==> src/rtl/cpu_pkg.sv <==
// Shared definitions for the mini CPU control path: opcodes, controller
// states, datapath select encodings and instruction field positions.
package cpu_pkg;

    // Opcodes carried in IR[7:6]
    localparam logic [1:0] OP_LI   = 2'b00;
    localparam logic [1:0] OP_ADD  = 2'b01;
    localparam logic [1:0] OP_ADDI = 2'b10;
    localparam logic [1:0] OP_SW   = 2'b11;

    // Controller states; ST_WAIT is only reachable in the single-step build
    typedef enum logic [2:0] {
        ST_IDLE   = 3'd0,
        ST_FETCH  = 3'd1,
        ST_DECODE = 3'd2,
        ST_EXEC   = 3'd3,
        ST_WB     = 3'd4,
        ST_HALT   = 3'd5,
        ST_WAIT   = 3'd6
    } state_e;

    // Writeback source select
    localparam logic WB_SEL_IMM = 1'b0;
    localparam logic WB_SEL_ALU = 1'b1;

    // ALU operand B select
    localparam logic ALU_B_RD2 = 1'b0;
    localparam logic ALU_B_IMM = 1'b1;

    // Instruction field bit positions
    localparam int OPC_HI = 7;
    localparam int OPC_LO = 6;
    localparam int RD_HI  = 5;
    localparam int RD_LO  = 4;
    localparam int RS1_HI = 3;
    localparam int RS1_LO = 2;
    localparam int RS2_HI = 1;
    localparam int RS2_LO = 0;
    localparam int IMM_HI = 3;
    localparam int IMM_LO = 0;

endpackage

==> src/rtl/cpu_decode.sv <==
// Combinational instruction decoder: maps the latched instruction word to
// register addresses, datapath selects and write-type flags. The controller
// decides when these are presented and when the enables fire.
module cpu_decode
    import cpu_pkg::*;
(
    input  logic [7:0] ir,
    output logic [1:0] rf_ra1,
    output logic [1:0] rf_ra2,
    output logic [1:0] rf_wa,
    output logic       wb_sel,
    output logic       alu_b_sel,
    output logic       is_store,
    output logic       is_regwrite
);

    // Field extraction and per-opcode control decode
    always_comb begin
        rf_ra1      = 2'd0;
        rf_ra2      = 2'd0;
        rf_wa       = 2'd0;
        wb_sel      = WB_SEL_IMM;
        alu_b_sel   = ALU_B_RD2;
        is_store    = 1'b0;
        is_regwrite = 1'b0;
        case (ir[OPC_HI:OPC_LO])
            OP_LI: begin
                rf_wa       = ir[RD_HI:RD_LO];
                wb_sel      = WB_SEL_IMM;
                is_regwrite = 1'b1;
            end
            OP_ADD: begin
                rf_ra1      = ir[RS1_HI:RS1_LO];
                rf_ra2      = ir[RS2_HI:RS2_LO];
                alu_b_sel   = ALU_B_RD2;
                wb_sel      = WB_SEL_ALU;
                rf_wa       = ir[RD_HI:RD_LO];
                is_regwrite = 1'b1;
            end
            OP_ADDI: begin
                rf_ra1      = ir[RD_HI:RD_LO];
                alu_b_sel   = ALU_B_IMM;
                wb_sel      = WB_SEL_ALU;
                rf_wa       = ir[RD_HI:RD_LO];
                is_regwrite = 1'b1;
            end
            default: begin
                // OP_SW: rd supplies the store data through read port 1
                rf_ra1   = ir[RD_HI:RD_LO];
                is_store = 1'b1;
            end
        endcase
    end

endmodule

==> src/rtl/cpu_ctrl.sv <==
// Multi-cycle control sequencer for the 8-bit mini CPU. Owns the PC and IR,
// walks each instruction through FETCH/DECODE/EXEC/WB and drives the
// register-file, ALU-select and data-memory control lines.
// Optional feature macro CPU_CTRL_STEP_EN adds step_mode/step inputs and a
// WAIT state ahead of every FETCH for single-instruction stepping.
module cpu_ctrl
    import cpu_pkg::*;
#(
    parameter int PROG_LEN = 16
) (
    input  logic       clk,
    input  logic       reset,
    input  logic       start,
    output logic [3:0] imem_addr,
    input  logic [7:0] imem_data,
    output logic [1:0] rf_ra1,
    output logic [1:0] rf_ra2,
    output logic [1:0] rf_wa,
    output logic       rf_we,
    output logic       wb_sel,
    output logic       alu_b_sel,
    output logic [3:0] dmem_addr,
    output logic       dmem_we,
    output logic       busy,
    output logic       done,
    output logic [7:0] retired
`ifdef CPU_CTRL_STEP_EN
    ,
    input  logic       step_mode,
    input  logic       step
`endif
);

    localparam logic [3:0] LAST_PC = 4'(PROG_LEN - 1);

    state_e     state_q, state_d;
    logic [3:0] pc_q, pc_d;
    logic [7:0] ir_q, ir_d;
    logic [7:0] retired_q, retired_d;
    logic       done_q, done_d;
    state_e     fetch_entry;

    logic [1:0] dec_ra1, dec_ra2, dec_wa;
    logic       dec_wb_sel, dec_alu_b_sel, dec_is_store, dec_is_regwrite;
    logic       active;

`ifdef CPU_CTRL_STEP_EN
    logic step_prev_q, step_prev_d;
    logic step_rise;

    // Step edge detection so a held step runs only one instruction
    always_comb begin
        step_prev_d = step;
        step_rise   = step & ~step_prev_q;
        fetch_entry = step_mode ? ST_WAIT : ST_FETCH;
    end

    // Previous-step register for the edge detector
    always_ff @(posedge clk) begin
        if (reset) begin
            step_prev_q <= 1'b0;
        end else begin
            step_prev_q <= step_prev_d;
        end
    end
`else
    // Without stepping, every instruction goes straight to FETCH
    always_comb begin
        fetch_entry = ST_FETCH;
    end
`endif

    cpu_decode u_decode (
        .ir          (ir_q),
        .rf_ra1      (dec_ra1),
        .rf_ra2      (dec_ra2),
        .rf_wa       (dec_wa),
        .wb_sel      (dec_wb_sel),
        .alu_b_sel   (dec_alu_b_sel),
        .is_store    (dec_is_store),
        .is_regwrite (dec_is_regwrite)
    );

    // State, PC, IR, retire counter and done flag registers
    always_ff @(posedge clk) begin
        if (reset) begin
            state_q   <= ST_IDLE;
            pc_q      <= 4'd0;
            ir_q      <= 8'd0;
            retired_q <= 8'd0;
            done_q    <= 1'b0;
        end else begin
            state_q   <= state_d;
            pc_q      <= pc_d;
            ir_q      <= ir_d;
            retired_q <= retired_d;
            done_q    <= done_d;
        end
    end

    // Next-state logic; start is only looked at in IDLE and HALT
    always_comb begin
        state_d   = state_q;
        pc_d      = pc_q;
        ir_d      = ir_q;
        retired_d = retired_q;
        done_d    = 1'b0;
        case (state_q)
            ST_IDLE: begin
                if (start) begin
                    pc_d    = 4'd0;
                    state_d = fetch_entry;
                end
            end
`ifdef CPU_CTRL_STEP_EN
            ST_WAIT: begin
                if (step_rise) begin
                    state_d = ST_FETCH;
                end
            end
`endif
            ST_FETCH: begin
                ir_d    = imem_data;
                state_d = ST_DECODE;
            end
            ST_DECODE: state_d = ST_EXEC;
            ST_EXEC:   state_d = ST_WB;
            ST_WB: begin
                if (retired_q != 8'hFF) begin
                    retired_d = retired_q + 8'd1;
                end
                // The last instruction halts rather than advancing, so PC never wraps
                if (pc_q == LAST_PC) begin
                    state_d = ST_HALT;
                    done_d  = 1'b1;
                end else begin
                    pc_d    = pc_q + 4'd1;
                    state_d = fetch_entry;
                end
            end
            ST_HALT: begin
                if (start) begin
                    pc_d      = 4'd0;
                    retired_d = 8'd0;
                    state_d   = fetch_entry;
                end
            end
            default: state_d = ST_IDLE;
        endcase
    end

    // Output decode: addresses/selects held through DECODE..WB, enables only in WB
    always_comb begin
        active = (state_q == ST_DECODE) || (state_q == ST_EXEC) || (state_q == ST_WB);
        imem_addr = pc_q;
        rf_ra1    = active ? dec_ra1 : 2'd0;
        rf_ra2    = active ? dec_ra2 : 2'd0;
        rf_wa     = active ? dec_wa : 2'd0;
        wb_sel    = active ? dec_wb_sel : WB_SEL_IMM;
        alu_b_sel = active ? dec_alu_b_sel : ALU_B_RD2;
        dmem_addr = (active && dec_is_store) ? ir_q[IMM_HI:IMM_LO] : 4'd0;
        // Reset at the WB edge must suppress the write, so gate it here too
        rf_we     = (state_q == ST_WB) && dec_is_regwrite && !reset;
        dmem_we   = (state_q == ST_WB) && dec_is_store && !reset;
        busy      = (state_q == ST_FETCH) || active;
        done      = done_q;
        retired   = retired_q;
    end

endmodule

==> config.mk <==
export PLATFORM = sky130hd
export DESIGN_NAME = cpu_ctrl
export DESIGN_NICKNAME = d
export VERILOG_FILES = /design/src/rtl/cpu_pkg.sv /design/src/rtl/cpu_decode.sv /design/src/rtl/cpu_ctrl.sv
export SDC_FILE = /design/constraint.sdc
export NUM_CORES = 1
export LEC_CHECK = 0
export ABC_AREA = 0
export CAP_MARGIN = 15
export CORE_MARGIN = 2
export CORE_UTILIZATION = 47
export CTS_BUF_LIST = sky130_fd_sc_hd__clkbuf_16
export DETAILED_ROUTE_END_ITERATION = 8
export PLACE_DENSITY = 0.79
export SLEW_MARGIN = 15
export SYNTH_ARGS = -nofsm -noshare
export SYNTH_HDL_FRONTEND = slang
export SYNTH_SLANG_ARGS = --single-unit
==> constraint.sdc <==
create_clock -name clk -period 1.95 [get_ports clk]
set_input_delay 0.195 -clock clk [delete_from_list [all_inputs] [get_ports clk]]
set_output_delay 0.195 -clock clk [all_outputs]
set_load 0.02 [all_outputs]
==> summary.txt <==
Route
  • First-pass detailed-route iteration total: 4
  • DRC: 0
  • DRT antenna net count: 0
  • DR vias: 1,377
  • Initial DRC Count: 65
  • Vias per inst: 5.86
  • Total Routed Length: 3.53 mm
  • Per-cell routed wire length: 15.0 um

Finish
  • Finished Layout Cells: 235
  • Antenna cells: 0
  • Nets: 223
  • Reg area: 482 um^2
  • Utilization after layout: 0.677
  • Most frequent cells in the layout: dfxtp_1, clkdlybuf4s50_1, nor2_1
  • P&R area growth vs syn: 38.0%
  • Share of layout cells above drive strength 1: 0.113
  • Multi-input logic area: 801 um^2
  • FILL cells: 253

Timing
  • Final period util: 0.936
  • Hold_ws: 511 ps
  • Unrepaired setup endpoints after global routing: false
  • Setup TNS: 0 ps
  • Tmin final: 1830 ps
  • Slew at the pin closest to its max-slew limit: 447 ps
  • Max-slew violations: 0
  • Final Setup Violations: 0
  • Hold Vio Cnt, Final: 0
  • Maximum clock rate: 0.548 GHz
  • Clk_skew: 7.08 ps
  • Max_slew headroom: 0.700

Synth
  • Average size of a mapped cell: 8.46 um^2
  • Yosys warns: 0
  • Main synth FF type: dfxtp_1
  • #FFs+latches synth: 24
  • Synth Area in Adders: 0.0555
  • Synth top area cells: dfxtp_1, nor2_1, ha_1
  • Compound-Gate Fraction of Synth Area: 0.197
  • Post-Synth XOR/XNOR Area: 0.00647
  • Largest area contributor in the netlist: dfxtp_1
  • Mux cell area share after synthesis: 0.0527
  • Post-synthesis sequential area ratio: 0.355
  • Largest family of logic cells by synthesized area: simple AND/OR/NAND/NOR gates
  • Post-synthesis simple-gate area fraction: 0.277
  • Post-synth ARST share: 0
  • Post-synth top area share: 0.355
  • Cell count after synthesis: 160
  • Net count after synthesis: 177
  • EDFF count, synth: 0
  • Cell area after synthesis: 0.00135 mm^2
  • Distinct cell type count after synthesis: 47

CTS
  • H-tree Lvls: 1
  • Clock buffer depth: 2
  • Postcts setup bufs: 0
  • Clock root cell: clkbuf_16
  • CTS tree: yes
  • Worst skew pair latency: 250 ps
  • Clk slew on worst S/H paths: 60 ps
  • Num CTS Buffers: 3
  • Hold-fix buffers at CTS: 0
  • TritonCTS Sinks: 24

Pwr
  • Power consumption: 0.00117 W
  • P_int: 0.000877 W
  • Clock share of power: 0.371
  • Power Density: 628 mW/mm^2
  • Comb power frac: 0.177
  • Net switching share of the total power: 0.253
  • Lkg Pwr: 0.770 nW
  • Sw Pwr: 0.000297 W
  • Worst vdd ir: 0.534 mV
  • Part of the power in registers: 0.452

Placed design
  • Gp weighted congestion: 0.859
  • IO Port Bufs: 38
  • DP Cell Count: 232
  • HPWL Detailed: 2.61 mm

Critical path
  • CP required: 1750 ps
  • CP max stage cell: dfxtp_2
  • Worst path arrival time: 1630 ps
  • Crit end category: output port
  • R2R depth: 5
  • Critical path's top delay family: flip-flops
  • R2r startpoint: retired[1]
  • CP peak stage delay: 380 ps
  • CP Launch Type: flip-flop
  • Crit Path Class: reg2out
  • Crit Path Max Fanout: 6
  • R2R Path End: retired[6]
  • Setup slack, reg-to-reg: 200 ps
  • Sequence of cells on the critical path: nand2b_1, nor2_1, a21oi_2, o21ai_0, dlygate4sd2_1
  • Buf+Inv Stages, Crit Path: 1
  • Cell count along the critical path: 5

Global routing
  • Largest net degree at the start of global routing: 23
  • Initial antenna violation count: 0
  • GRT overflow: 0
  • GRT Resource Usage Total: 0.233
  • Vias in the first global route: 1,349
  • First-pass GRT wire length: 6.06 mm

Floorplan
  • IO Count: 39
  • Core area: 0.00276 mm^2
  • Die span in x: 57.7 um
  • Initial core utilization: 0.491
  • Die Y: 57.7 um
  • DIE AREA: 0.00333 mm^2
  • Row count: 19

Hold path
  • Min-Delay Endpoint: imem_addr[3]
  • HP Start: imem_addr[3]
  • Hold Path Class: reg2reg
  • Hold path depth: 2

Run
  • MaxCap Viol Count: 0

Outcome
  • Status: complete, no violations
## per-layer routing
layer | share of wire | routed length (um) | global-route usage
met5 | 0 | 0 | 0
met4 | 0.0096 | 34 | 0.0731
met3 | 0.039 | 137 | 0.0313
met2 | 0.50 | 1770 | 0.411
met1 | 0.45 | 1590 | 0.294
## how the worst max path moves through the flow
| stage | from | end | slack [ps] |
|---|---|---|---|
| CTS | state_q[1] | busy | 60 |
| detailed placement | reset | rf_we | -60 |
| floorplan | state_q[1] | rf_wa[0] | 330 |
| global route | ir_q[7] | rf_ra1[0] | 10 |
| global placement | reset | rf_we | -40 |
| finish | state_q[1] | busy | 120 |
## final cells by class
| type | count | area share |
|---|---|---|
| multi-input cells | 119 | 0.429 |
| flip-flops and latches | 24 | 0.258 |
| repair buffers | 48 | 0.232 |
| clock buffers | 3 | 0.0402 |
| well taps | 31 | 0.0208 |
| inverters | 10 | 0.0201 |
## synth_stat cells, types with 2 or more instances
master / number
dfxtp_1: 24
nor2_1: 21
a21oi_1: 14
inv_1: 10
and3_1: 8
ha_1: 6
mux2i_1: 6
o21ai_0: 6
nor3b_1: 5
nand3_1: 4
buf_2: 3
nand2b_1: 3
nor3_1: 3
or3_1: 3
a211oi_1: 2
a311oi_1: 2
and2_1: 2
clkbuf_1: 2
nand2_1: 2
nand4_1: 2
nor2b_1: 2
o21ai_1: 2
o311ai_0: 2
o41ai_1: 2
or4_1: 2
## through the flow
step | instance area (um^2) | worst slack, ps
2_1_floorplan | 1350 | 334
3_3_place_gp | 1810 | -39.5
3_5_place_dp | 1810 | -61.6
4_1_cts | 1870 | 59.0
5_1_grt | 1870 | 9.59
6_report | 1870 | 124
## worst reg2reg max path, stage by stage, from the launching register on
cell,delay [ps]
dfxtp_1,410
ha_1,250
nand3_1,180
nor4_4,370
nor2_1,160
a211oi_1,280
## what timing repair did
| action | in CTS | in global routing |
|---|---|---|
| endpoints found under the hold margin | 0 | 0 |
| endpoints found under the setup margin | 15 | 4 |
| resized for setup | 16 | 4 |
## power groups by stage
| stage | registers [W] | logic (W) | clock network (W) |
|---|---|---|---|
| final | 0.000531 | 0.000207 | 0.000436 |
| after global routing | 0.000534 | 0.000230 | 0.000461 |
| after CTS | 0.000530 | 0.000207 | 0.000439 |
| after detailed placement | 0.000540 | 0.000210 | 0 |
| after global placement | 0.000538 | 0.000202 | 0 |
| after floorplan | 0.000536 | 0.000130 | 0 |
## registers in the layout (all words and copies together) (netlist names)
name       cells
ir_q           8
retired        8
imem_addr      4
state_q        3
done           1
## cells by family after synthesis
kind of cell / after synthesis
buf+inv: 17
compound gates: 41
simple gates: 64
flops: 24
mux: 7
xor+xnor: 1
fa+ha+maj: 6
Note: power is estimated with default switching activity, not from simulation.
